==> src/rtl/fs_dither_stream.sv <==
`default_nettype none
// ============================================================================
// Module      : fs_dither_stream
// Description : Streaming Floyd-Steinberg error-diffusion ditherer. Takes
//               grey pixels tagged with (hcount, vcount), quantises them to
//               OUT_W bits while diffusing the quantisation error right and
//               into the next row, and emits the pixel together with its
//               frame-buffer address two cycles later.
//
// Ports       : clk_in        pixel clock
//               rst_in        synchronous reset, active-low
//               pixel_in      grey pixel (PIX_W)
//               hcount_in     pixel column (11)
//               vcount_in     pixel row (10)
//               valid_in      single-cycle pixel strobe
//               threshold_in  decision threshold, used only when OUT_W == 1
//               bypass_in     plain quantisation, no diffusion
//                             (present only with DITHER_BYPASS_EN defined)
//               pixel_out     quantised pixel (OUT_W)
//               hcount_out    column of pixel_out
//               vcount_out    row of pixel_out
//               addr_out      hcount_out + H_PIXELS * vcount_out
//               valid_out     single-cycle output strobe
//
// Config      : `define DITHER_BYPASS_EN to add the bypass_in port.
//
// Revision    : 1.0  initial release
// ============================================================================
module fs_dither_stream #(
    parameter int PIX_W    = 8,
    parameter int OUT_W    = 1,
    parameter int H_PIXELS = 320,
    parameter int V_LINES  = 240,
    parameter int ERR_W    = PIX_W + 3
) (
    input  logic                                  clk_in,
    input  logic                                  rst_in,
    input  logic [PIX_W-1:0]                      pixel_in,
    input  logic [10:0]                           hcount_in,
    input  logic [9:0]                            vcount_in,
    input  logic                                  valid_in,
    input  logic [PIX_W-1:0]                      threshold_in,
`ifdef DITHER_BYPASS_EN
    input  logic                                  bypass_in,
`endif
    output logic [OUT_W-1:0]                      pixel_out,
    output logic [10:0]                           hcount_out,
    output logic [9:0]                            vcount_out,
    output logic [$clog2(H_PIXELS*V_LINES)-1:0]   addr_out,
    output logic                                  valid_out
);

    localparam int c_addr_w = $clog2(H_PIXELS * V_LINES);
    localparam int c_idx_w  = (H_PIXELS > 1) ? $clog2(H_PIXELS) : 1;
    localparam logic [10:0] c_h_num  = 11'(H_PIXELS);
    localparam logic [10:0] c_h_last = 11'(H_PIXELS - 1);
    localparam logic [9:0]  c_v_num  = 10'(V_LINES);
    localparam logic [9:0]  c_v_last = 10'(V_LINES - 1);
    localparam logic signed [ERR_W-1:0] c_pix_max = ERR_W'((1 << PIX_W) - 1);

    logic w_byp_in;
`ifdef DITHER_BYPASS_EN
    assign w_byp_in = bypass_in;
`else
    assign w_byp_in = 1'b0;
`endif

    // ------------------------------------------------------------------
    // Stage 0: accept in-range pixels, fetch previous-row error
    // ------------------------------------------------------------------
    logic w_accept;
    assign w_accept = valid_in && (hcount_in < c_h_num) && (vcount_in < c_v_num);

    logic                    r_s0_valid;
    logic [PIX_W-1:0]        r_s0_pix;
    logic [PIX_W-1:0]        r_s0_thr;
    logic [10:0]             r_s0_h;
    logic [9:0]              r_s0_v;
    logic                    r_s0_byp;
    logic signed [ERR_W-1:0] r_s0_rowerr;

    always_ff @(posedge clk_in) begin
        if (!rst_in) begin
            r_s0_valid <= 1'b0;
            r_s0_pix   <= '0;
            r_s0_thr   <= '0;
            r_s0_h     <= '0;
            r_s0_v     <= '0;
            r_s0_byp   <= 1'b0;
        end else begin
            r_s0_valid <= w_accept;
            if (w_accept) begin
                r_s0_pix <= pixel_in;
                r_s0_thr <= threshold_in;
                r_s0_h   <= hcount_in;
                r_s0_v   <= vcount_in;
                r_s0_byp <= w_byp_in;
            end
        end
    end

    // Row memory holds the diffused error destined for the next row. The
    // read of column h always lands before this row overwrites column h,
    // because column h is only written once pixel h+1 reaches stage 1.
    logic signed [ERR_W-1:0] r_row_ram [0:H_PIXELS-1];
    logic                    w_ram_we;
    logic [c_idx_w-1:0]      w_ram_waddr;
    logic signed [ERR_W-1:0] w_ram_wdata;

    always_ff @(posedge clk_in) begin
        if (w_accept) begin
            r_s0_rowerr <= ((vcount_in == 10'd0) || w_byp_in) ? '0
                           : r_row_ram[hcount_in[c_idx_w-1:0]];
        end
        if (w_ram_we) begin
            r_row_ram[w_ram_waddr] <= w_ram_wdata;
        end
    end

    // ------------------------------------------------------------------
    // Stage 1: correct, quantise, split error
    // ------------------------------------------------------------------
    logic                    r_last_ok;
    logic [10:0]             r_last_h;
    logic [9:0]              r_last_v;
    logic signed [ERR_W-1:0] r_carry;
    logic signed [ERR_W-1:0] r_acc_a;     // next-row entry at column h-1
    logic signed [ERR_W-1:0] r_acc_b;     // next-row entry at column h
    logic                    r_flush;
    logic signed [ERR_W-1:0] r_flush_data;

    logic                    w_carry_use;
    logic                    w_first;
    logic                    w_h_end;
    logic                    w_v_end;
    logic signed [ERR_W-1:0] w_v_raw;
    logic [PIX_W-1:0]        w_v;
    logic [PIX_W-1:0]        w_recon;
    logic [OUT_W-1:0]        w_q;
    logic signed [ERR_W-1:0] w_err;
    logic signed [ERR_W+2:0] w_ex, w_p7, w_p3, w_p5, w_s7, w_s3, w_s5, w_s1;
    logic signed [ERR_W-1:0] w_r7, w_bl3, w_b5, w_br1;
    logic signed [ERR_W-1:0] w_base_a, w_base_b;
    logic [c_addr_w-1:0]     w_addr;

    // Carry only chains along an unbroken run of the same line.
    assign w_carry_use = r_last_ok && (r_last_v == r_s0_v)
                         && ((r_last_h + 11'd1) == r_s0_h) && !r_s0_byp;
    assign w_first = (r_s0_h == 11'd0);
    assign w_h_end = (r_s0_h == c_h_last);
    assign w_v_end = (r_s0_v == c_v_last);

    assign w_v_raw = $signed({{(ERR_W-PIX_W){1'b0}}, r_s0_pix})
                     + (w_carry_use ? r_carry : '0) + r_s0_rowerr;

    always_comb begin
        w_v = w_v_raw[PIX_W-1:0];
        if (w_v_raw[ERR_W-1]) begin
            w_v = '0;
        end else if (w_v_raw > c_pix_max) begin
            w_v = '1;
        end
    end

    if (OUT_W == 1) begin : g_q_bin
        assign w_q     = {OUT_W{w_v >= r_s0_thr}};
        assign w_recon = {PIX_W{w_q[0]}};
    end else begin : g_q_multi
        assign w_q = w_v[PIX_W-1 -: OUT_W];
        // Replicate the code MSB-first so full scale maps to all-ones.
        for (genvar i = 0; i < PIX_W; i++) begin : g_rep
            assign w_recon[PIX_W-1-i] = w_q[OUT_W-1-(i % OUT_W)];
        end
        logic w_unused_thr;
        assign w_unused_thr = ^{r_s0_thr, w_v};
    end

    assign w_err = r_s0_byp ? '0
                   : $signed({{(ERR_W-PIX_W){1'b0}}, w_v})
                     - $signed({{(ERR_W-PIX_W){1'b0}}, w_recon});

    // Three guard bits keep 7*e exact before the floor-shift by 4.
    assign w_ex  = {{3{w_err[ERR_W-1]}}, w_err};
    assign w_p7  = (w_ex <<< 3) - w_ex;
    assign w_p3  = (w_ex <<< 1) + w_ex;
    assign w_p5  = (w_ex <<< 2) + w_ex;
    assign w_s7  = w_p7 >>> 4;
    assign w_s3  = w_p3 >>> 4;
    assign w_s5  = w_p5 >>> 4;
    assign w_s1  = w_ex >>> 4;
    assign w_r7  = w_s7[ERR_W-1:0];
    assign w_bl3 = w_s3[ERR_W-1:0];
    assign w_b5  = w_s5[ERR_W-1:0];
    assign w_br1 = w_s1[ERR_W-1:0];

    // Column 0 starts a fresh window (also covers mid-frame restarts).
    assign w_base_a = w_first ? '0 : r_acc_a;
    assign w_base_b = w_first ? '0 : r_acc_b;

    assign w_addr = c_addr_w'(r_s0_h) + c_addr_w'(H_PIXELS) * c_addr_w'(r_s0_v);

    // Pixel writes take column h-1; the line-end flush writes the last
    // column one cycle later, when no pixel can be in stage 1.
    always_comb begin
        w_ram_we    = 1'b0;
        w_ram_waddr = r_s0_h[c_idx_w-1:0] - c_idx_w'(1);
        w_ram_wdata = r_s0_byp ? '0 : (w_base_a + w_bl3);
        if (r_s0_valid && !w_first && !w_v_end) begin
            w_ram_we = rst_in;
        end else if (r_flush) begin
            w_ram_we    = rst_in;
            w_ram_waddr = c_h_last[c_idx_w-1:0];
            w_ram_wdata = r_flush_data;
        end
    end

    always_ff @(posedge clk_in) begin
        if (!rst_in) begin
            valid_out    <= 1'b0;
            pixel_out    <= '0;
            hcount_out   <= '0;
            vcount_out   <= '0;
            addr_out     <= '0;
            r_last_ok    <= 1'b0;
            r_last_h     <= '0;
            r_last_v     <= '0;
            r_carry      <= '0;
            r_acc_a      <= '0;
            r_acc_b      <= '0;
            r_flush      <= 1'b0;
            r_flush_data <= '0;
        end else begin
            valid_out <= r_s0_valid;
            r_flush   <= 1'b0;
            if (r_s0_valid) begin
                pixel_out    <= w_q;
                hcount_out   <= r_s0_h;
                vcount_out   <= r_s0_v;
                addr_out     <= w_addr;
                r_last_ok    <= 1'b1;
                r_last_h     <= r_s0_h;
                r_last_v     <= r_s0_v;
                r_carry      <= w_h_end ? '0 : w_r7;
                r_acc_a      <= w_base_b + w_b5;
                r_acc_b      <= w_h_end ? '0 : w_br1;
                r_flush      <= w_h_end && !w_v_end;
                r_flush_data <= r_s0_byp ? '0 : (w_base_b + w_b5);
            end
        end
    end

endmodule
`default_nettype wire

==> config.mk <==
export PLATFORM = sky130hd
export DESIGN_NAME = fs_dither_stream
export DESIGN_NICKNAME = d
export VERILOG_FILES = /design/src/rtl/fs_dither_stream.sv
export SDC_FILE = /design/constraint.sdc
export NUM_CORES = 2
export LEC_CHECK = 0
export ABC_AREA = 1
export CAP_MARGIN = 20
export CORE_ASPECT_RATIO = 1.2
export CORE_UTILIZATION = 25
export DETAILED_ROUTE_END_ITERATION = 10
export PLACE_DENSITY_LB_ADDON = 0.15
export SLEW_MARGIN = 10
export SYNTH_ARGS = -nofsm -noshare
export SYNTH_HDL_FRONTEND = slang
export SYNTH_SLANG_ARGS = --single-unit
==> constraint.sdc <==
create_clock -name clk_in -period 37.2 [get_ports clk_in]
set_clock_uncertainty 0.05 [all_clocks]
set_input_delay 7.44 -clock clk_in [delete_from_list [all_inputs] [get_ports clk_in]]
set_output_delay 7.44 -clock clk_in [all_outputs]
set_load 0.01 [all_outputs]
==> reports/qor.yml <==
status: "completed"
synth_xor_area_share_pct: 0.358
synth_fp_nets: 12000
yosysSeqAreaShare_pct: 73.5
synthesis.area_um2: 147000
post_cts_buffers: 0
grt_usage_pct: 17.1
path_clk_slew_ns: 0.06
ys.flop_type: "edfxtp_1"
start_util_pct: 25.1
wirelength_mm: 524
fp.coreArea_um2: 586000
multi_input_area_um2: 35200
hold_path.class: "register to register"
period_share_pct: 36.1
yosys.area.top_type: "edfxtp_1"
ys_warn_count: 0
hold_viol: 0
synthTopCellsByCount: "edfxtp_1 (3531), nor2_1 (2756), o21ai_0 (2322), o22ai_1 (981), clkbuf_1 (812)"
antenna_found_initial: 37
post_drt_via_cell_ratio: 4.85
cp_slowest_cell: "buf_4"
grt_pass1_vias: 94800
synth_top_cell_area_share_pct: 72.2
leakagePower_nw: 53.6
power_density_nw_per_um2: 55.6
ys_ff_latch: 3630
max_slew_margin_pct: 23.9
synthCells: 11800
regArea_um2: 108000
cap_viol_max_count: 0
syn_area_per_cell_um2: 12.4
synth_fa_ha_area_share_pct: 0.881
slew_viol_final: 0
cpMostUsedCell: "nand2_1"
wl_per_cell_um: 26.3
hold_buffers: 0
synth-edff-count: 3531
cts_buffers: 384
period_needed_ns: 13.43
end_kind: "register"
die_y_um: 842
place_inst: 19300
clkLatencyLatePin_ns: 1.02
cts_root_buf: "clkbuf_16"
h-tree-depth: 5
hpwlAfterDp_mm: 306
port_buffers: 79
synth_compound_area_share_pct: 13.8
arrival_ns: 14.08
worst_path_largest_cell_delay_ns: 0.80
synth.area.mux_share_pct: 0
cts_resized: 0
cts_buffer_depth: 4
syn2layout_area_growth_pct: 16.3
fmax_ghz: 0.0744
drive_above_1_share_pct: 9.43
num_vias: 96800
crit_fanout: 78
nNetsFinal: 12000
synth.most_common_cell: "edfxtp_1"
worstMarginPinSlew_ns: 1.13
drc: 0
finalWorstSetupSlack_ns: 23.77
rows: 308
synth_top_family_by_area: "compound AO/OA/AOI/OAI gates"
setup_viol_count_final: 0
grt_max_degree: 169
dr.pass1.iters: 5
cp-start-kind: "register"
final_cells: 20000
first_iter_violations: 7598
design.portCount: 80
ys_types: 50
cts_tree: "built"
gp_congestion: 0.779
async_flop_share_pct: 0
cts_sinks: 3630
grt_overflow_total: 0
die_w_um: 702
fin_setup_tns_ns: 0
die_area_um2: 591000
irDropWorstVdd_v: 0.0000395
fillers: 59900
worstPathRequired_ns: 37.84
crit_type: "register to register"
rsz0062_at_grt: "false"
place_ws_ns: 23.04
grt_pass1_wl_mm: 740
synth-simple-area-share_pct: 8.62
ant_nets: 0
synth_area_leaders: "edfxtp_1 (72%), o21ai_0 (7.9%), nor2_1 (7.0%), o22ai_1 (4.2%), clkbuf_1 (2.1%)"
==> worst max-delay path, delay by kind of cell, from the launching register on <==
kind	cells	cell delay, ns
buffers and inverters	11	3.37
XOR/XNOR	5	1.23
flip-flops	1	0.45
AND/OR/NAND/NOR	27	2.74
AO/OA/AOI/OAI	11	1.82
adder cells (fa/ha/maj)	9	3.14
==> metal layers <==
layer,GRT usage (%),wire length (um),vias to the layer above
met5,0,25,-
met4,4.57,14800,4
met3,1.96,23100,575
met2,29.4,256000,2217
met1,22.9,231000,50100
li1,-,-,43900
==> worst paths after layout <==
kind	endpoint	cells after the start	slack, ns	startpoint
min	r_s0_thr[3]$_SDFFE_PN0P_	2	0.41	r_s0_thr[3]$_SDFFE_PN0P_
max	r_row_ram[214][10]$_DFFE_PP_	63	23.77	hcount_out[0]$_SDFFE_PN0P_
max reg2reg	r_row_ram[214][10]$_DFFE_PP_	63	23.77	hcount_out[0]$_SDFFE_PN0P_
min reg2reg	r_s0_thr[3]$_SDFFE_PN0P_	2	0.41	r_s0_thr[3]$_SDFFE_PN0P_
==> layout by cell type, fill, tap and decap left out, types with 98 or more instances in the layout <==
cell type,instances
a21oi_1,159
buf_4,450
dfxtp_1,98
o22ai_1,981
edfxtp_1,3531
o21ai_0,2314
inv_1,207
clkbuf_16,391
nand3_1,106
nand2_1,310
nor2_1,2704
==> registers in the layout, summed over array words and instances (netlist names), 5 cells and up <==
signal	flops
addr_out	11
hcount_out	11
r_acc_a	11
r_acc_b	5
r_carry	9
r_row_ram	3520
r_s0_h	11
r_s0_pix	8
r_s0_rowerr	11
r_s0_thr	8
r_s0_v	10
vcount_out	10
==> kinds of logic after synthesis <==
group	count (synthesis)
buffers and inverters	1087
flip-flops	3630
AO/OA/AOI/OAI	3675
AND/OR/NAND/NOR	3269
XOR/XNOR	60
adder cells (fa/ha/maj)	95
==> final cells by class <==
type	count	share of cell area [%]
clock buffer	478	5.93
inverter	220	0.512
timing repair buffer	562	2.80
clock inverter	211	1.31
antenna	8	0.0117
tap	7750	5.67
multi-input combinational	7099	20.6
sequential	3630	63.2
==> where the power goes <==
part | leakage [nW] | switching, mW | total, mW | internal, mW
clock | 6.03 | 1.68 | 3.89 | 2.21
sequential | 32.3 | 0.00158 | 4.73 | 4.73
combinational | 15.2 | 0.725 | 0.876 | 0.151
total | 53.6 | 2.41 | 9.50 | 7.09
==> metrics by stage <==
step                      cell area, um^2  utilization, %  hold slack (ns)  power [mW]
final                              171000            29.2            0.412        9.50
after global routing               171000            29.2            0.447        9.79
after CTS                          171000            29.2            0.418        9.62
after detailed placement           158000            27.1            0.410        5.72
after global placement             158000            27.0            0.405        5.72
after floorplan                    147000               -            0.385        5.47
Note: power is estimated with default switching activity, not from simulation.
